--- config.mk ---
export PLATFORM = sky130hd
export DESIGN_NAME = mux_rr_arbiter
export DESIGN_NICKNAME = d
export VERILOG_FILES = /design/src/rtl/mux_rr_arbiter.sv
export SDC_FILE = /design/constraint.sdc
export NUM_CORES = 1
export LEC_CHECK = 0
export BUFFER_PORTS_ARGS = -buffer_cell sky130_fd_sc_hd__buf_2
export CAP_MARGIN = 20
export CORE_MARGIN = 3
export CORE_UTILIZATION = 43
export CTS_BUF_LIST = sky130_fd_sc_hd__clkbuf_8 sky130_fd_sc_hd__clkbuf_16
export DETAILED_ROUTE_END_ITERATION = 16
export PLACE_DENSITY = 0.82
export RECOVER_POWER = 100
export SLEW_MARGIN = 10
export SYNTH_ARGS = -nofsm -noshare
export SYNTH_HDL_FRONTEND = slang
export SYNTH_SLANG_ARGS = --single-unit
--- constraint.sdc ---
create_clock -name clk -period 3.9 [get_ports clk]
set_clock_uncertainty 0.15 [all_clocks]
set_input_delay 0.585 -clock clk [delete_from_list [all_inputs] [get_ports clk]]
set_output_delay 0.585 -clock clk [all_outputs]
set_load 0.01 [all_outputs]
--- src/rtl/mux_rr_arbiter.sv ---
// rtl/mux_rr_arbiter.sv - round-robin arbiter sharing a 32-bit 4:1 mux into a registered output slot
// Optional per-requester burst lock, bounded by LOCK_MAX consecutive grants.

module mux_4x1_32b (
   input  logic [1:0]  sel,
   input  logic [31:0] d0,
   input  logic [31:0] d1,
   input  logic [31:0] d2,
   input  logic [31:0] d3,
   output logic [31:0] y
);
   always_comb begin
      case (sel)
         2'd0:    y = d0;
         2'd1:    y = d1;
         2'd2:    y = d2;
         default: y = d3;
      endcase
   end
endmodule

module mux_rr_arbiter #(
   parameter int unsigned LOCK_MAX = 8
) (
   input  logic        clk,
   input  logic        rst,
   input  logic [3:0]  req,
   input  logic [3:0]  lock,
   input  logic [31:0] d0,
   input  logic [31:0] d1,
   input  logic [31:0] d2,
   input  logic [31:0] d3,
   input  logic        out_ready,
   output logic [3:0]  gnt,
   output logic [1:0]  sel,
   output logic        out_valid,
   output logic [31:0] out_data,
   output logic [1:0]  out_src,
   output logic        locked
);
   localparam logic [0:0] IDLE   = 1'b0;
   localparam logic [0:0] LOCKED = 1'b1;
   localparam logic [3:0] LOCK_MAX_C = 4'(LOCK_MAX);

   logic [0:0]  state_q, state_d;
   logic [1:0]  ptr_q, ptr_d;
   logic [1:0]  owner_q, owner_d;
   logic [3:0]  cnt_q, cnt_d;
   logic        out_valid_q, out_valid_d;
   logic [31:0] out_data_q, out_data_d;
   logic [1:0]  out_src_q, out_src_d;

   logic        slot_free;
   logic        found;
   logic        eligible;
   logic        grant;
   logic [1:0]  rr_win;
   logic [1:0]  win;
   logic [1:0]  idx;
   logic [3:0]  cnt_inc;
   logic [31:0] mux_y;

   mux_4x1_32b u_mux (
      .sel (sel),
      .d0  (d0),
      .d1  (d1),
      .d2  (d2),
      .d3  (d3),
      .y   (mux_y)
   );

   always_comb begin
      slot_free = !out_valid_q | out_ready;
      found     = 1'b0;
      rr_win    = ptr_q;
      idx       = ptr_q;
      for (int k = 0; k < 4; k++) begin
         idx = ptr_q + 2'(k);
         if (!found && req[idx]) begin
            found  = 1'b1;
            rr_win = idx;
         end
      end
      if (state_q == LOCKED) begin
         win      = owner_q;
         eligible = req[owner_q];
      end else begin
         win      = rr_win;
         eligible = found;
      end
      // rst gates the grant so gnt drops the instant reset is asserted
      grant = slot_free & eligible & !rst;
      gnt   = grant ? (4'b0001 << win) : 4'b0000;
      sel   = grant ? win : out_src_q;
   end

   always_comb begin
      state_d     = state_q;
      ptr_d       = ptr_q;
      owner_d     = owner_q;
      cnt_d       = cnt_q;
      out_valid_d = out_valid_q;
      out_data_d  = out_data_q;
      out_src_d   = out_src_q;
      cnt_inc     = cnt_q + 4'd1;

      if (grant) begin
         out_data_d  = mux_y;
         out_src_d   = win;
         out_valid_d = 1'b1;
      end else if (out_ready) begin
         out_valid_d = 1'b0;
      end

      case (state_q)
         IDLE: begin
            if (grant) begin
               ptr_d = win + 2'd1;
               if (lock[win] && (LOCK_MAX > 1)) begin
                  state_d = LOCKED;
                  owner_d = win;
                  cnt_d   = 4'd1;
               end
            end
         end
         default: begin
            if (!req[owner_q] ||
                (grant && (!lock[owner_q] || cnt_inc >= LOCK_MAX_C))) begin
               state_d = IDLE;
               cnt_d   = 4'd0;
               ptr_d   = owner_q + 2'd1;
            end else if (grant) begin
               cnt_d = cnt_inc;
            end
         end
      endcase
   end

   always_ff @(posedge clk or posedge rst) begin
      if (rst) begin
         state_q     <= IDLE;
         ptr_q       <= 2'd0;
         owner_q     <= 2'd0;
         cnt_q       <= 4'd0;
         out_valid_q <= 1'b0;
         out_data_q  <= 32'd0;
         out_src_q   <= 2'd0;
      end else begin
         state_q     <= state_d;
         ptr_q       <= ptr_d;
         owner_q     <= owner_d;
         cnt_q       <= cnt_d;
         out_valid_q <= out_valid_d;
         out_data_q  <= out_data_d;
         out_src_q   <= out_src_d;
      end
   end

   assign out_valid = out_valid_q;
   assign out_data  = out_data_q;
   assign out_src   = out_src_q;
   assign locked    = (state_q == LOCKED);
endmodule

==> impl_metrics.yaml, run 1 <==
run_status:
  status: "complete, no violations"
routing:
  dr.pass1.iters: 5
  wl_met3_um: 806
  wl_met1_mm: 3.92
  wirelength_mm: 9.81
  ant_nets: 0
  vias_per_cell: 5.79
  vias: 3383
  drc: 0
  drt_iter0_drc: 251
  maxUsedRoutingLayer: "met4"
  wl_met2_mm: 4.88
  routedWlPerCell_um: 16.8
timing:
  worstMarginPinSlew_ns: 0.806
  min_period_ns: 3.34
  rsz0062_at_grt: "no"
  setup_viol_count_final: 0
  finalHoldViolations: 0
  drv_slew: 0
  fin_hold_ws_ns: 0.303
  max_freq_ghz: 0.300
  slew_headroom_pct: 46.3
  worst_slack_ns: 0.565
  fin_crit_sh_pct: 85.5
  setup_tns_ns: 0
job:
  maxCapViolations: 0
die:
  fp.dieH_um: 87.6
  start_util_pct: 44.6
  core_um2: 6420
  num_rows: 29
  dieArea_um2: 7680
  pin_count: 181
  die_w_um: 87.6
grt:
  grt_pass1_vias: 3292
  gr-total-overflow: 0
  grt.total_usage_pct: 24.7
  antenna_found_initial: 0
  grt_start_max_net_pins: 46
  grt_pass1_wl_mm: 15.2
setup_path:
  reg2reg_setup_slack_ns: 0.71
  crit_path_end_kind: "output pin"
  rr_worst_depth: 7
  path_class: "flop to output pin"
  crit_slowest_cell: "mux4_2"
  startpoint: "owner_q[1]$_DFFE_PP0P_"
  r2r-start: "locked$_DFF_PP0_"
  start_kind: "flop"
  cp.required_ns: 3.16
  crit_fanout: 23
  path_cells: "mux4_2 -> and2_0 -> o21a_4 -> mux2_1 -> buf_2"
  r2r_end: "out_data[3]$_DFFE_PP0P_"
  slowest_delay_ns: 0.57
  endpoint: "sel[0]"
  worst_ep_arrival_time_ns: 2.60
finish:
  final_cell_area_um2: 3890
  n_fill_cell: 586
  nNetsFinal: 646
  area_growth_pct: 35.6
  n_antenna_cell: 0
  final_layout_size_suffix_gt1_share_pct: 32.5
pwr:
  peakVddDrop_v: 0.000295
  fin_total_pwr_mw: 2.95
  powerDensity_nw_per_um2: 759
  p_leak_nw: 1.78
synthesis:
  synth-simple-area-share_pct: 22.7
  synth_xor_area_share_pct: 0.306
  synth_area_um2: 2870
  async_flop_share_pct: 100
  synth_top_family_by_area: "compound AO/OA/AOI/OAI gates"
  yosysTopAreaCell: "dfrtp_1"
  avgSynthCellArea_um2: 8.48
  ys_seq_elements: 44
  synth_ff_type: "dfrtp_1"
  ys_seq_area_share_pct: 38.4
  synthMuxAreaShare_pct: 3.97
  synthCells: 338
  yosysMostFrequentCell: "dfrtp_1"
  synthTopCellsByCount: "dfrtp_1 (44), nand2_1 (36), nor2_1 (36), nor3_1 (23)"
  yosysWarningCount: 0
  synth_edf_count: 0
  synth.distinct_cells: 45
  synthAdderAreaFrac_pct: 0.436
  netlist.area_leader.share_pct: 38.4
  synth_compound_area_share_pct: 29.6
  synth_nets: 478
  synth_top_cells_by_area: "dfrtp_1 (38%), o41ai_1 (5.5%), a211oi_1 (5.2%)"
placement:
  post-place-ws_ns: 0.837
  io_buffer_count: 180
  postPlaceCellArea_um2: 3840
  hpwl_mm: 7.39
  gp_congestion: 0.895
clock_tree:
  h-tree-depth: 2
  cts_hold_buf: 0
  postCtsSetupBuffers: 0
  clk_latency_ns: 0.30
  cts_tree: "yes"
  clk_pin_slew_worst_paths_ns: 0.09
  clock_path_buffers: 2
  numCtsBuffers: 5
  cts.sinks: 44
  clockRootBuffer: "clkbuf_8"
  cts.repair.resized: 0
hold_path:
  hp-class: "primary input to async pin"
[sequential cells by signal, indices dropped and copies added (netlist names)]
signal / flops
out_src: 2
ptr_q: 2
out_data: 32
cnt_q: 4
locked: 1
out_valid: 1
owner_q: 2
[final cells by class]
class,count,area [µm²],area share (%)
clock buffer,5,68.8,1.77
tap,77,96.3,2.48
inverter,3,11.3,0.290
timing repair buffer,189,912,23.5
sequential,44,1100,28.3
clock inverter,3,42.5,1.09
multi-input combinational,263,1650,42.6
[critical path, delay by kind of cell (launching register included)]
kind	cells	cell delay, ns
flops	1	0.51
mux	2	1.03
buf+inv	1	0.19
simple gates	1	0.24
compound gates	1	0.32
[per-stage QoR]
step	cells	utilization [%]
finish	584	60.5
CTS	584	61.5
floorplan	338	-
global route	584	60.5
global placement	576	59.8
detailed placement	576	59.8
[cell families after synthesis]
kind of cell / Yosys count
AND/OR/NAND/NOR: 137
AO/OA/AOI/OAI: 116
flip-flops: 44
buffers and inverters: 31
multiplexers: 8
XOR/XNOR: 1
adder cells (fa/ha/maj): 1
[cell usage in the layout, fill, tap and decap left out, types with 3 or more instances in the layout]
cell type and n:
inv_1 3, o22ai_1 7, o21a_1 10, buf_4 8, o41ai_1 18, o21ai_0 12
nor3_1 23, nor2b_1 3, buf_2 138, a211oi_1 20, mux2_2 3, clkbuf_8 5
nand2b_1 4, clkbuf_1 43, a21oi_1 20, or3_1 9, dfrtp_1 44, and2_1 19
a32o_1 8, o2bb2ai_1 7, nor2_1 36, nand2_1 36
[metal layers]
layer  GRT usage (%)  vias to the layer above
met5               0                        -
met4            8.65                        0
met3            5.08                       19
met2            42.3                      193
met1            30.9                     1577
li1                -                     1594
[power breakdown]
| group | leakage [nW] | internal (mW) | switching (mW) |
|---|---|---|---|
| Combinational | 1.19 | 0.666 | 1.08 |
| Clock | 0.0541 | 0.190 | 0.167 |
| Sequential | 0.533 | 0.673 | 0.170 |
| Total | 1.78 | 1.53 | 1.42 |
[worst min-delay path by stage]
| stage | startpoint | to | slack [ns] |
|---|---|---|---|
| after detailed placement | out_data[22]$_DFFE_PP0P_ | out_data[22]$_DFFE_PP0P_ | 0.31 |
| after CTS | rst | out_valid$_DFFE_PP0P_ | 0.30 |
| after global placement | out_data[1]$_DFFE_PP0P_ | out_data[1]$_DFFE_PP0P_ | 0.30 |
| final | rst | out_valid$_DFFE_PP0P_ | 0.30 |
| after floorplan | cnt_q[2]$_DFFE_PP0P_ | cnt_q[2]$_DFFE_PP0P_ | 0.32 |
| after global routing | rst | out_valid$_DFFE_PP0P_ | 0.35 |
No activity file was read; power rests on OpenSTA's default activity.
==> inputs of run 2 (changes only) <==
==> constraint.sdc (replaced) <==
create_clock -name clk -period 3.4 [get_ports clk]
set_clock_uncertainty 0.15 [all_clocks]
set_input_delay 0.51 -clock clk [delete_from_list [all_inputs] [get_ports clk]]
set_output_delay 0.51 -clock clk [all_outputs]
set_load 0.01 [all_outputs]
==> run 2 against run 1 <==
Net effect:
- critical path depth unchanged
- total power increased by 14%
- clock power increased by 11%
- via count decreased by 1.6%
- sequential power increased by 14%
- final area increased by 0.48%
- clock-buffer cell count unchanged
- global-route usage decreased by 0.62 points
- combinational power increased by 15%
- critical path type unchanged
- critical endpoint unchanged
- largest power group unchanged
- highest routed layer unchanged
==> impl_metrics.yaml, run 2 (synthesis results as in run 1) <==
timing:
  fin_crit_sh_pct: 92.0
  finalHoldViolations: 0
  rsz0062_at_grt: "no"
  setup_viol_count_final: 0
  slew_headroom_pct: 60.8
  min_period_ns: 3.13
  worst_slack_ns: 0.272
  drv_slew: 0
  setup_tns_ns: 0
  max_freq_ghz: 0.320
  worstMarginPinSlew_ns: 0.587
setup_path:
  crit_slowest_cell: "mux4_2"
  r2r-start: "locked$_DFF_PP0_"
  startpoint: "owner_q[1]$_DFFE_PP0P_"
  reg2reg_setup_slack_ns: 0.43
  r2r_end: "owner_q[1]$_DFFE_PP0P_"
  crit_path_end_kind: "output pin"
  rr_worst_depth: 6
  start_kind: "flop"
  slowest_delay_ns: 0.58
  path_cells: "mux4_2 -> and2_0 -> o21a_4 -> mux2_4 -> clkbuf_1"
  worst_ep_arrival_time_ns: 2.47
  path_class: "flop to output pin"
  cp.required_ns: 2.74
  crit_fanout: 23
routing:
  drc: 0
  vias: 3328
  dr.pass1.iters: 4
  wirelength_mm: 9.53
  vias_per_cell: 5.68
  routedWlPerCell_um: 16.3
  drt_iter0_drc: 139
  ant_nets: 0
die:
  num_rows: 29
  dieArea_um2: 7680
  pin_count: 181
  core_um2: 6420
  start_util_pct: 44.6
  fp.dieH_um: 87.6
  die_w_um: 87.6
clock_tree:
  clk_pin_slew_worst_paths_ns: 0.08
  cts_hold_buf: 0
  postCtsSetupBuffers: 0
  cts.repair.resized: 0
  cts_tree: "yes"
  cts.sinks: 44
  clk_latency_ns: 0.30
  clockRootBuffer: "clkbuf_8"
  h-tree-depth: 2
  clock_path_buffers: 2
  numCtsBuffers: 5
placement:
  gp_congestion: 1.00
  hpwl_mm: 7.28
  post-place-ws_ns: 0.455
  io_buffer_count: 180
  postPlaceCellArea_um2: 3850
pwr:
  peakVddDrop_v: 0.000407
  p_leak_nw: 1.81
  powerDensity_nw_per_um2: 863
  fin_total_pwr_mw: 3.37
finish:
  n_antenna_cell: 0
  largest_reg_flops: 32
  final_layout_size_suffix_gt1_share_pct: 33.6
  final_cell_area_um2: 3910
  area_growth_pct: 36.2
  final_common_cell: "buf_2"
  mostFrequentLayoutCells: "buf_2 (141), dfrtp_1 (44), clkbuf_1 (39)"
  nNetsFinal: 648
grt:
  antenna_found_initial: 0
  grt_pass1_wl_mm: 14.8
  grt_start_max_net_pins: 46
  gr-total-overflow: 0
  grt_pass1_vias: 3215
  grt.total_usage_pct: 24.1
job:
  maxCapViolations: 0
hold_path:
  hp-class: "primary input to async pin"
run_status:
  status: "complete, no violations"
[run 2: metal layers]
layer	GRT usage, %	share of wire, %
met5	0	0
met4	7.67	1.9
met3	4.99	6.7
met2	40.7	50
met1	30.9	42
[run 2: critical path: cells and delay by family (launching register included)]
kind | cells | cell delay, ns
AOI/OAI and AO/OA | 1 | 0.31
buffers and inverters | 1 | 0.15
and+or+nand+nor | 1 | 0.24
muxes | 2 | 0.95
DFF | 1 | 0.51
[run 2: cell type report]
class / count / area, µm²
timing repair buffer: 191 / 930
clock inverter: 3 / 42.5
inverter: 3 / 11.3
multi-input combinational: 263 / 1660
fill: 597 / 2520
tap: 77 / 96.3
clock buffer: 5 / 68.8
sequential: 44 / 1100
[run 2: stage by stage]
stage,hold slack (ns),util (%),std cells
3_3_place_gp,0.302,60.0,578
5_1_grt,0.283,60.8,586
6_report,0.213,60.8,586
2_1_floorplan,0.323,-,338
4_1_cts,0.222,61.7,586
3_5_place_dp,0.307,60.0,578
[run 2: power by group]
part | leakage (nW) | internal [mW] | switching (mW)
clock network | 0.0541 | 0.217 | 0.181
registers | 0.533 | 0.772 | 0.189
logic | 1.22 | 0.782 | 1.23
[run 2: how the worst max path moves through the flow]
stage                                    end  slack [ns]  cells past startpoint
global route                          gnt[2]        0.18                      6
global placement    out_data[21]$_DFFE_PP0P_        0.61                      7
detailed placement   out_data[7]$_DFFE_PP0P_        0.46                      8
floorplan                             sel[1]        0.12                      6
CTS                                   sel[0]        0.35                      5
finish                                sel[0]        0.27                      5
